$ cat src/rtl/psum_pkg.sv
// Elaboration-time helpers shared by the psum adder tree: log2, pipeline depth
// and per-level sum widths.
package psum_pkg;

  function automatic int clog2(input int v);
    int r;
    r = 0;
    for (int x = 1; x < v; x = x * 2) r++;
    return r;
  endfunction

  // One register stage per tree row plus the final fifo-add stage.
  function automatic int levels(input int num_pe);
    return clog2(num_pe) + 1;
  endfunction

  // Width of a sum produced at tree level k; wide enough that the tree cannot overflow.
  function automatic int level_width(input int data_width, input int k);
    return data_width + k + 1;
  endfunction

endpackage

$ cat src/rtl/psum_approx_add.sv
// Combinational signed adder, exact or lower-part-OR approximate: the low
// APPROX_BITS are ORed and their top-bit AND is injected as carry into the exact upper part.
module psum_approx_add #(
  parameter int IN_W        = 25,
  parameter int APPROX_BITS = 6
) (
  input  logic [IN_W-1:0] a,
  input  logic [IN_W-1:0] b,
  input  logic            approx_en,
  output logic [IN_W:0]   sum
);

  logic [IN_W:0] a_ext;
  logic [IN_W:0] b_ext;
  logic [IN_W:0] exact;

  assign a_ext = {a[IN_W-1], a};
  assign b_ext = {b[IN_W-1], b};
  assign exact = a_ext + b_ext;

  if (APPROX_BITS == 0) begin : g_exact
    assign sum = exact;
  end else begin : g_approx
    localparam int N = APPROX_BITS;
    logic [IN_W-N:0] upper;
    logic            carry;
    assign carry = a[N-1] & b[N-1];
    assign upper = a_ext[IN_W:N] + b_ext[IN_W:N] + {{(IN_W-N){1'b0}}, carry};
    assign sum   = approx_en ? {upper, a[N-1:0] | b[N-1:0]} : exact;
  end

endmodule

$ cat src/rtl/psum_add_tree_pipe.sv
// Elastic pipelined psum reduction: NUM_PE PE psums plus one FIFO psum into one
// DATA_WIDTH result, with per-beat approximate mode, saturation and overflow count.
module psum_add_tree_pipe
  import psum_pkg::*;
#(
  parameter int DATA_WIDTH  = 25,
  parameter int NUM_PE      = 4,
  parameter int APPROX_BITS = 6,
  parameter int SAT_EN      = 1
) (
  input  logic                         clk,
  input  logic                         rst,
  input  logic                         in_valid,
  output logic                         in_ready,
  input  logic [NUM_PE*DATA_WIDTH-1:0] pe_data,
  input  logic [DATA_WIDTH-1:0]        fifo_data,
  input  logic                         approx_en,
  output logic                         out_valid,
  input  logic                         out_ready,
  output logic [DATA_WIDTH-1:0]        out_data,
  output logic                         out_ovf,
  output logic [15:0]                  ovf_cnt
);

  localparam int LEVELS      = levels(NUM_PE);
  localparam int TREE_STAGES = LEVELS - 1;
  localparam int ROOT_W      = DATA_WIDTH + LEVELS - 1;
  localparam int W_F         = DATA_WIDTH + LEVELS;

  // Handshake: a beat moves when valid & ready. The whole pipe freezes while the
  // output is valid and not taken; bubbles are never squeezed out.
  logic stall;
  logic adv;
  assign stall    = out_valid & ~out_ready;
  assign adv      = ~stall;
  assign in_ready = adv;

  logic [LEVELS-1:0] vld_q, vld_d;
  logic [LEVELS-1:0] mode_q, mode_d;
  logic [DATA_WIDTH-1:0] fifo_q [TREE_STAGES];
  logic [DATA_WIDTH-1:0] fifo_d [TREE_STAGES];

  // Bit k of mode_d is the mode of the beat entering stage k, so it also drives that row's adders.
  always_comb begin
    vld_d     = {vld_q[LEVELS-2:0], in_valid};
    mode_d    = {mode_q[LEVELS-2:0], approx_en};
    fifo_d[0] = fifo_data;
    for (int i = 1; i < TREE_STAGES; i++) fifo_d[i] = fifo_q[i-1];
  end

  genvar k, j;
  for (k = 0; k < TREE_STAGES; k++) begin : g_lvl
    localparam int SW = level_width(DATA_WIDTH, k);
    localparam int NN = NUM_PE >> (k + 1);
    logic [SW-1:0] sum_d [NN];
    logic [SW-1:0] sum_q [NN];

    for (j = 0; j < NN; j++) begin : g_node
      logic [SW-2:0] a;
      logic [SW-2:0] b;
      if (k == 0) begin : g_in
        assign a = pe_data[(2*j)*DATA_WIDTH +: DATA_WIDTH];
        assign b = pe_data[(2*j+1)*DATA_WIDTH +: DATA_WIDTH];
      end else begin : g_up
        assign a = g_lvl[k-1].sum_q[2*j];
        assign b = g_lvl[k-1].sum_q[2*j+1];
      end
      psum_approx_add #(.IN_W(SW-1), .APPROX_BITS(APPROX_BITS)) u_add (
        .a         (a),
        .b         (b),
        .approx_en (mode_d[k]),
        .sum       (sum_d[j])
      );
    end

    always_ff @(posedge clk or posedge rst) begin
      if (rst) begin
        for (int i = 0; i < NN; i++) sum_q[i] <= '0;
      end else if (adv) begin
        for (int i = 0; i < NN; i++) sum_q[i] <= sum_d[i];
      end
    end
  end

  logic [ROOT_W-1:0]     root;
  logic [ROOT_W-1:0]     fifo_ext;
  logic [W_F-1:0]        sum_f;
  logic [W_F-DATA_WIDTH:0] sum_hi;
  logic                  ovf;
  logic [DATA_WIDTH-1:0] out_data_d, out_data_q;
  logic                  out_ovf_d, out_ovf_q;
  logic [15:0]           ovf_cnt_d, ovf_cnt_q;

  assign root     = g_lvl[TREE_STAGES-1].sum_q[0];
  assign fifo_ext = {{(LEVELS-1){fifo_q[TREE_STAGES-1][DATA_WIDTH-1]}}, fifo_q[TREE_STAGES-1]};

  psum_approx_add #(.IN_W(ROOT_W), .APPROX_BITS(APPROX_BITS)) u_final (
    .a         (root),
    .b         (fifo_ext),
    .approx_en (mode_d[LEVELS-1]),
    .sum       (sum_f)
  );

  // In range iff every bit from the DATA_WIDTH sign position upward agrees.
  assign sum_hi = sum_f[W_F-1:DATA_WIDTH-1];

  always_comb begin
    ovf        = ~((&sum_hi) | ~(|sum_hi));
    out_data_d = sum_f[DATA_WIDTH-1:0];
    out_ovf_d  = ovf;
    if (ovf && SAT_EN != 0) begin
      out_data_d = sum_f[W_F-1] ? {1'b1, {(DATA_WIDTH-1){1'b0}}}
                                : {1'b0, {(DATA_WIDTH-1){1'b1}}};
    end
    ovf_cnt_d = ovf_cnt_q;
    if (out_valid && out_ready && out_ovf_q && ovf_cnt_q != 16'hFFFF) begin
      ovf_cnt_d = ovf_cnt_q + 16'd1;
    end
  end

  always_ff @(posedge clk or posedge rst) begin
    if (rst) begin
      vld_q      <= '0;
      mode_q     <= '0;
      out_data_q <= '0;
      out_ovf_q  <= 1'b0;
      for (int i = 0; i < TREE_STAGES; i++) fifo_q[i] <= '0;
    end else if (adv) begin
      vld_q      <= vld_d;
      mode_q     <= mode_d;
      out_data_q <= out_data_d;
      out_ovf_q  <= out_ovf_d;
      for (int i = 0; i < TREE_STAGES; i++) fifo_q[i] <= fifo_d[i];
    end
  end

  always_ff @(posedge clk or posedge rst) begin
    if (rst) ovf_cnt_q <= '0;
    else     ovf_cnt_q <= ovf_cnt_d;
  end

  assign out_valid = vld_q[LEVELS-1];
  assign out_data  = out_data_q;
  assign out_ovf   = out_ovf_q;
  assign ovf_cnt   = ovf_cnt_q;

endmodule

$ cat config.mk
export PLATFORM = sky130hd
export DESIGN_NAME = psum_add_tree_pipe
export DESIGN_NICKNAME = d
export VERILOG_FILES = /design/src/rtl/psum_pkg.sv /design/src/rtl/psum_approx_add.sv /design/src/rtl/psum_add_tree_pipe.sv
export SDC_FILE = /design/constraint.sdc
export NUM_CORES = 1
export LEC_CHECK = 0
export CAP_MARGIN = 20
export CORE_ASPECT_RATIO = 1.4
export CORE_MARGIN = 2
export CORE_UTILIZATION = 42
export DETAILED_ROUTE_END_ITERATION = 12
export GPL_ROUTABILITY_DRIVEN = 0
export SYNTH_ARGS = -nofsm -noshare
export SYNTH_HDL_FRONTEND = slang
export SYNTH_SLANG_ARGS = --single-unit
export TNS_END_PERCENT = 5
$ cat constraint.sdc
create_clock -name clk -period 6.9 [get_ports clk]
set_input_delay 1.38 -clock clk [delete_from_list [all_inputs] [get_ports clk]]
set_output_delay 1.38 -clock clk [all_outputs]
set_load 0.05 [all_outputs]
==> results of run 1 <==
-- worst max-delay path, delay by kind of cell --
family / cells / cell delay, ns
AO/OA/AOI/OAI: 6 / 1.57
adder cells (fa/ha/maj): 3 / 1.15
buffers and inverters: 1 / 0.43
AND/OR/NAND/NOR: 2 / 0.39
-- power breakdown --
group | leakage (nW) | internal, mW | switching (mW)
Clock | 0.308 | 0.647 | 0.430
Combinational | 4.60 | 1.66 | 2.38
Sequential | 2.06 | 1.42 | 0.269
Total | 6.97 | 3.73 | 3.07
-- cell type report --
class / instances / area (um2)
clock buffers: 17 / 425
well taps: 385 / 482
inverters: 91 / 349
repair buffers: 179 / 1780
clock inverters: 15 / 231
multi-input cells: 1154 / 7750
fillers: 2875 / 14500
flip-flops and latches: 176 / 4400
-- per-layer routing --
layer / track usage / vias up / routed length, um / part of all wire
met4: 0.0532 / 0 / 509 / 0.017
met2: 0.349 / 201 / 14800 / 0.50
met1: 0.244 / 4998 / 13500 / 0.45
met5: 0 / - / 0 / 0
li1: - / 5500 / - / -
met3: 0.0339 / 34 / 941 / 0.032
-- final timing paths --
kind | from | end | slack, ns | cells after the start
setup / recovery | pe_data[55] | g_lvl[1].g_node[0].b[22]$_DFFE_PP0N_ | 2.32 | 12
hold / removal | fifo_d[4]$_DFFE_PP0N_ | fifo_d[4]$_DFFE_PP0N_ | 0.46 | 2
setup reg to reg | g_lvl[1].sum_q[5]$_DFFE_PP0N_ | out_data[14]$_DFFE_PP0N_ | 2.73 | 12
hold reg to reg | fifo_d[4]$_DFFE_PP0N_ | fifo_d[4]$_DFFE_PP0N_ | 0.46 | 2
max in group asynchronous | rst | out_data[23]$_DFFE_PP0N_ | 4.30 | 3
min in group asynchronous | rst | fifo_ext[0]$_DFFE_PP0N_ | 1.43 | 2
-- kinds of logic after synthesis --
| group | Yosys count |
|---|---|
| xor+xnor | 85 |
| fa+ha+maj | 140 |
| compound gates | 418 |
| mux | 13 |
| simple gates | 498 |
| flops | 176 |
| buf+inv | 146 |
-- metrics by stage --
step / hold slack (ns) / instance area [um2]
final: 0.464 / 15400
after global routing: 0.487 / 15400
after CTS: 0.467 / 15400
after detailed placement: 0.452 / 14800
after global placement: 0.450 / 14800
after floorplan: 0.430 / 12700
-- state kept, by name, summed over array words and instances, names as in the netlist --
signal,cells
g_lvl.sum_q,27
ovf_cnt,16
g_lvl.g_node.b,26
vld_q,3
mode_q,2
fifo_d,25
out_data,25
g_lvl.g_node.a,26
fifo_ext,25
out_ovf,1
-- cells in the mapped netlist (all sizes together), types with 6 or more instances --
cell type and number:
nand2 246, dfrtp 176, a21oi 139, ha 128, nor2 108, o21ai 95, inv 90, xnor2 47
clkbuf 42, xor2 38, nand3 29, a211oi 21, nor3 21, a21o 20, a31oi 19, o21a 16
o221a 16, nand2b 15, o21bai 14, and3 13, buf 13, nor2b 13, fa 12, o31ai 12
o211ai 11, nand4 10, nor3b 9, a221o 8, or3 8, mux2i 7, mux2 6, nor4 6
==> flow_metrics.py, run 1 <==
metrics = {
    "status": {
        "outcome": "complete, no violations",
    },
    "job": {
        "cap_violations": 0,
    },
    "synthesis": {
        "synth.net_count": 1746,
        "synth_compound_area_frac": 0.221,
        "syn_area_um2": 12700,
        "postSynthAreaPerCell_um2": 8.62,
        "yosys.area.top_type_share": 0.346,
        "synth_area_leaders": "dfrtp_1, ha_1, nand2_1",
        "synth_mux_area_frac": 0.0108,
        "synthSimpleGateAreaFrac": 0.174,
        "yosys_register_bits": 176,
        "synth_fa_ha_area_frac": 0.145,
        "synth_ff_type": "dfrtp_1",
        "synth_top_family_by_area": "compound AO/OA/AOI/OAI gates",
        "synth.distinct_cells": 80,
        "synth_cells": 1476,
        "ys_warn_count": 0,
        "synth_seq_area_share": 0.346,
        "synth_edf_count": 0,
        "yosys.area.top_type": "dfrtp_1",
        "synth_xor_xnor_area_share": 0.0585,
        "async_flop_share": 1.00,
    },
    "die": {
        "io_pins": 174,
        "num_rows": 75,
        "die_w_um": 151,
        "fp.dieH_um": 210,
        "initial_core_util": 0.425,
        "fp.coreArea_um2": 29900,
        "dieArea_um2": 31700,
    },
    "clocking": {
        "clock-sinks": 176,
        "htreeDepth": 4,
        "cts_setup_buffers": 0,
        "clk_pin_slew_ns": 0.07,
        "cts_tree": "done",
        "clk_latency_ns": 0.45,
        "clock_path_buffers": 2,
        "cts-root-buf": "clkbuf_16",
        "cts-buffers-inserted": 17,
        "post_cts_resized": 0,
        "holdBufCountCts": 0,
    },
    "sta": {
        "final.setup.tns_ns": 0,
        "period_needed_ns": 4.58,
        "worst_pin_slew_ns": 1.02,
        "clock.fmax_mhz": 218,
        "period_share": 0.664,
        "setup_viol": 0,
        "rsz0062_at_grt": "false",
        "finalHoldViolCount": 0,
        "worst_slack_ns": 2.32,
        "finClkSkew_ns": 0.0101,
        "maxSlewViolCount": 0,
        "slew_headroom": 0.311,
    },
    "global_route": {
        "grt-ovfl-total": 0,
        "grt_use_total": 0.197,
        "first_global_vias": 10700,
        "grt_antenna_before_repair": 0,
        "grt_pass1_wl_um": 50500,
        "grt_max_degree": 82,
    },
    "placement": {
        "dp_worst_setup_slack_ns": 1.84,
        "dp_hpwl_um": 22700,
        "placed_cells": 1985,
        "portBuffers": 173,
    },
    "layout": {
        "finalNonFillerCells": 2017,
        "layout-drive-gt1-share": 0.0515,
        "antenna_cells": 0,
        "fin_util": 0.515,
        "mostFrequentLayoutCells": "nand2_1, dfrtp_1, clkdlybuf4s50_1, a21oi_1, ha_1",
        "nNetsFinal": 1889,
        "syn2layout_area_growth_pct": 21.3,
        "layout_commonest_cell": "nand2_1",
    },
    "critical_path": {
        "crit_type": "in2reg",
        "crit_path_end_kind": "flip-flop",
        "required_ns": 7.24,
        "crit_chain": "clkdlybuf4s50_1 -> ha_1 -> fa_1 -> fa_1 -> nand2b_1 -> and3_1 -> o31ai_1 -> a21oi_1 -> a211oi_1 -> o211ai_1 -> a2111o_1 -> o311ai_0",
        "slowest_stage": "a211oi_1",
        "cp_common_cell": "fa_1",
        "critPathMaxFanout": 5,
        "startpoint_type": "input port",
        "crit_arrival_ns": 4.92,
        "critical-path-max-stage-delay_ns": 0.56,
    },
    "drt": {
        "vias": 10700,
        "drt_iter0_markers": 528,
        "vias_per_cell": 5.32,
        "drc": 0,
        "wl_um": 29700,
        "first_pass_iters": 4,
        "ant_nets": 0,
        "routedWlPerCell_um": 14.7,
    },
    "power_and_ir_drop": {
        "vdd_drop_max_v": 0.000185,
        "power_leakage_nw": 6.97,
        "total_power_mw": 6.80,
        "pwr_density_cell_nw_per_um2": 441,
    },
    "min_path": {
        "hold_path_class": "reg2reg",
    },
}
No activity file was read; power rests on OpenSTA's default activity.
==> run 2: changes to the inputs <==
PLACE_DENSITY = 0.66   (was default)
clock period = 4.2 ns   (was 6.9 ns; I/O delays follow)
==> flow_metrics.py, run 2 (synthesis results as in run 1) <==
metrics = {
    "status": {
        "outcome": "complete, no violations",
    },
    "drt": {
        "first_pass_iters": 4,
        "drt_iter0_markers": 513,
        "wl_met1_um": 13400,
        "wl_um": 29700,
        "dr_wl_met3_um": 744,
        "drc": 0,
        "vias": 10800,
        "wl_met2_um": 14800,
        "ant_nets": 0,
        "routedWlPerCell_um": 14.6,
        "vias_per_cell": 5.32,
        "maxUsedRoutingLayer": "met4",
    },
    "die": {
        "num_rows": 75,
        "dieArea_um2": 31700,
        "io_pins": 174,
        "die_w_um": 151,
        "fp.dieH_um": 210,
        "fp.coreArea_um2": 29900,
        "initial_core_util": 0.425,
    },
    "power_and_ir_drop": {
        "power_leakage_nw": 7.03,
        "vdd_drop_max_v": 0.000328,
        "p_sw_mw": 5.03,
        "p_seq_frac": 0.250,
        "combPwrFrac": 0.600,
        "total_power_mw": 11.1,
        "pwr_density_cell_nw_per_um2": 715,
        "internal-power_mw": 6.05,
        "sw_frac_of_total": 0.454,
        "pwr-share-clk": 0.149,
    },
    "critical_path": {
        "crit_family": "compound AO/OA/AOI/OAI gates",
        "crit_arrival_ns": 4.22,
        "critical-path-max-stage-delay_ns": 0.45,
        "crit_type": "reg2reg",
        "critPathMaxFanout": 8,
        "slowest_stage": "fa_1",
        "required_ns": 4.53,
        "crit_chain": "ha_1 -> fa_1 -> fa_1 -> inv_1 -> a21oi_1 -> nor4_1 -> a21oi_2 -> a32o_1 -> a21oi_1 -> xnor2_1 -> a31oi_1 -> a221o_1",
        "critPathBufInv": 1,
        "startpoint_type": "flip-flop",
        "crit_path_end_kind": "flip-flop",
    },
    "clocking": {
        "htreeDepth": 4,
        "clock_path_buffers": 2,
        "cts_tree": "done",
        "post_cts_resized": 0,
        "clock-sinks": 176,
        "clk_pin_slew_ns": 0.07,
        "holdBufCountCts": 0,
        "cts-buffers-inserted": 17,
        "cts-root-buf": "clkbuf_16",
        "clk_latency_ns": 0.45,
        "cts_setup_buffers": 0,
    },
    "layout": {
        "antenna_cells": 0,
        "mostFrequentLayoutCells": "nand2_1, dfrtp_1, clkdlybuf4s50_1, a21oi_1, ha_1",
        "finalNonFillerCells": 2027,
        "layout_commonest_cell": "nand2_1",
        "nNetsFinal": 1900,
        "fillers": 2788,
        "syn2layout_area_growth_pct": 21.9,
        "largest_reg_flops": 27,
        "seq_area_um2": 4400,
        "largest_register": "g_lvl.sum_q",
        "multi_input_area_um2": 7750,
        "layout-drive-gt1-share": 0.0579,
    },
    "sta": {
        "rsz0062_at_grt": "false",
        "period_needed_ns": 3.89,
        "slew_headroom": 0.467,
        "maxSlewViolCount": 0,
        "finClkSkew_ns": 0.00872,
        "worst_pin_slew_ns": 0.796,
        "finalHoldViolCount": 0,
        "final.setup.tns_ns": 0,
        "worst_slack_ns": 0.308,
        "setup_viol": 0,
        "period_share": 0.927,
        "clock.fmax_mhz": 257,
    },
    "placement": {
        "portBuffers": 173,
        "dp_hpwl_um": 22800,
        "dp_worst_setup_slack_ns": 0.142,
        "placed_cells": 1996,
    },
    "global_route": {
        "grt_antenna_before_repair": 0,
        "grt-ovfl-total": 0,
        "grt_use_total": 0.194,
        "first_global_vias": 10700,
        "grt_max_degree": 152,
        "grt_pass1_wl_um": 50200,
    },
    "job": {
        "cap_violations": 0,
    },
    "min_path": {
        "hold_path_class": "reg2reg",
    },
}
## run 2: changes by cell type in the layout (fill, tap and decap cells not counted)
cell	previous run	this run
buf_4	6	14
buf_12	0	4
bufinv_16	5	3
clkinvlp_4	4	2
inv_6	3	5
clkdlybuf4s50_1	173	172
clkinv_2	1	2
## run 2: layout make-up
cell class / count / area share
Clock buffer: 17 / 0.0274
Clock inverter: 14 / 0.0116
Inverter: 91 / 0.0224
Multi-Input combinational cell: 1154 / 0.500
Sequential cell: 176 / 0.284
Tap cell: 385 / 0.0311
Timing Repair Buffer: 190 / 0.123
## run 2: final timing paths
check                                         startpoint                              to  slack (ns)  cells after the start
setup / recovery           g_lvl[1].sum_q[5]$_DFFE_PP0N_         out_data[8]$_DFFE_PP0N_        0.31                     12
hold / removal                    fifo_d[20]$_DFFE_PP0N_          fifo_d[20]$_DFFE_PP0N_        0.47                      2
setup reg to reg           g_lvl[1].sum_q[5]$_DFFE_PP0N_         out_data[8]$_DFFE_PP0N_        0.31                     12
hold reg to reg                   fifo_d[20]$_DFFE_PP0N_          fifo_d[20]$_DFFE_PP0N_        0.47                      2
max in group asynchronous                            rst  g_lvl[1].sum_q[26]$_DFFE_PP0N_        2.80                      3
min in group asynchronous                            rst          ovf_cnt[8]$_DFFE_PP0P_        0.87                      3
## run 2: metrics by stage
stage / utilization / hold WS [ns] / area (um2)
2_1_floorplan: - / 0.430 / 12700
6_report: 0.518 / 0.468 / 15500
5_1_grt: 0.518 / 0.490 / 15500
3_3_place_gp: 0.498 / 0.442 / 14900
3_5_place_dp: 0.498 / 0.456 / 14900
4_1_cts: 0.518 / 0.472 / 15500
## run 2: worst register-to-register path, delay by kind of cell (launching register included)
kind                     cells  cell delay [ns]
AO/OA/AOI/OAI                6             1.56
flip-flops                   1             0.40
adder cells (fa/ha/maj)      3             1.11
XOR/XNOR                     1             0.38
buffers and inverters        1             0.08
AND/OR/NAND/NOR              1             0.26
## run 2: per-layer routing
metal	track usage	up-vias
met4	0.0741	0
met1	0.241	5027
met3	0.0230	45
met2	0.342	194
met5	0	-
li1	-	5520
## run 2: power groups by stage
stage / Sequential [mW] / Combinational (mW) / Clock [mW]
2_1_floorplan: 3.16 / 4.68 / 0
3_3_place_gp: 2.79 / 6.54 / 0
3_5_place_dp: 2.81 / 6.66 / 0
4_1_cts: 2.78 / 6.70 / 1.71
5_1_grt: 2.86 / 7.41 / 1.77
6_report: 2.78 / 6.65 / 1.66
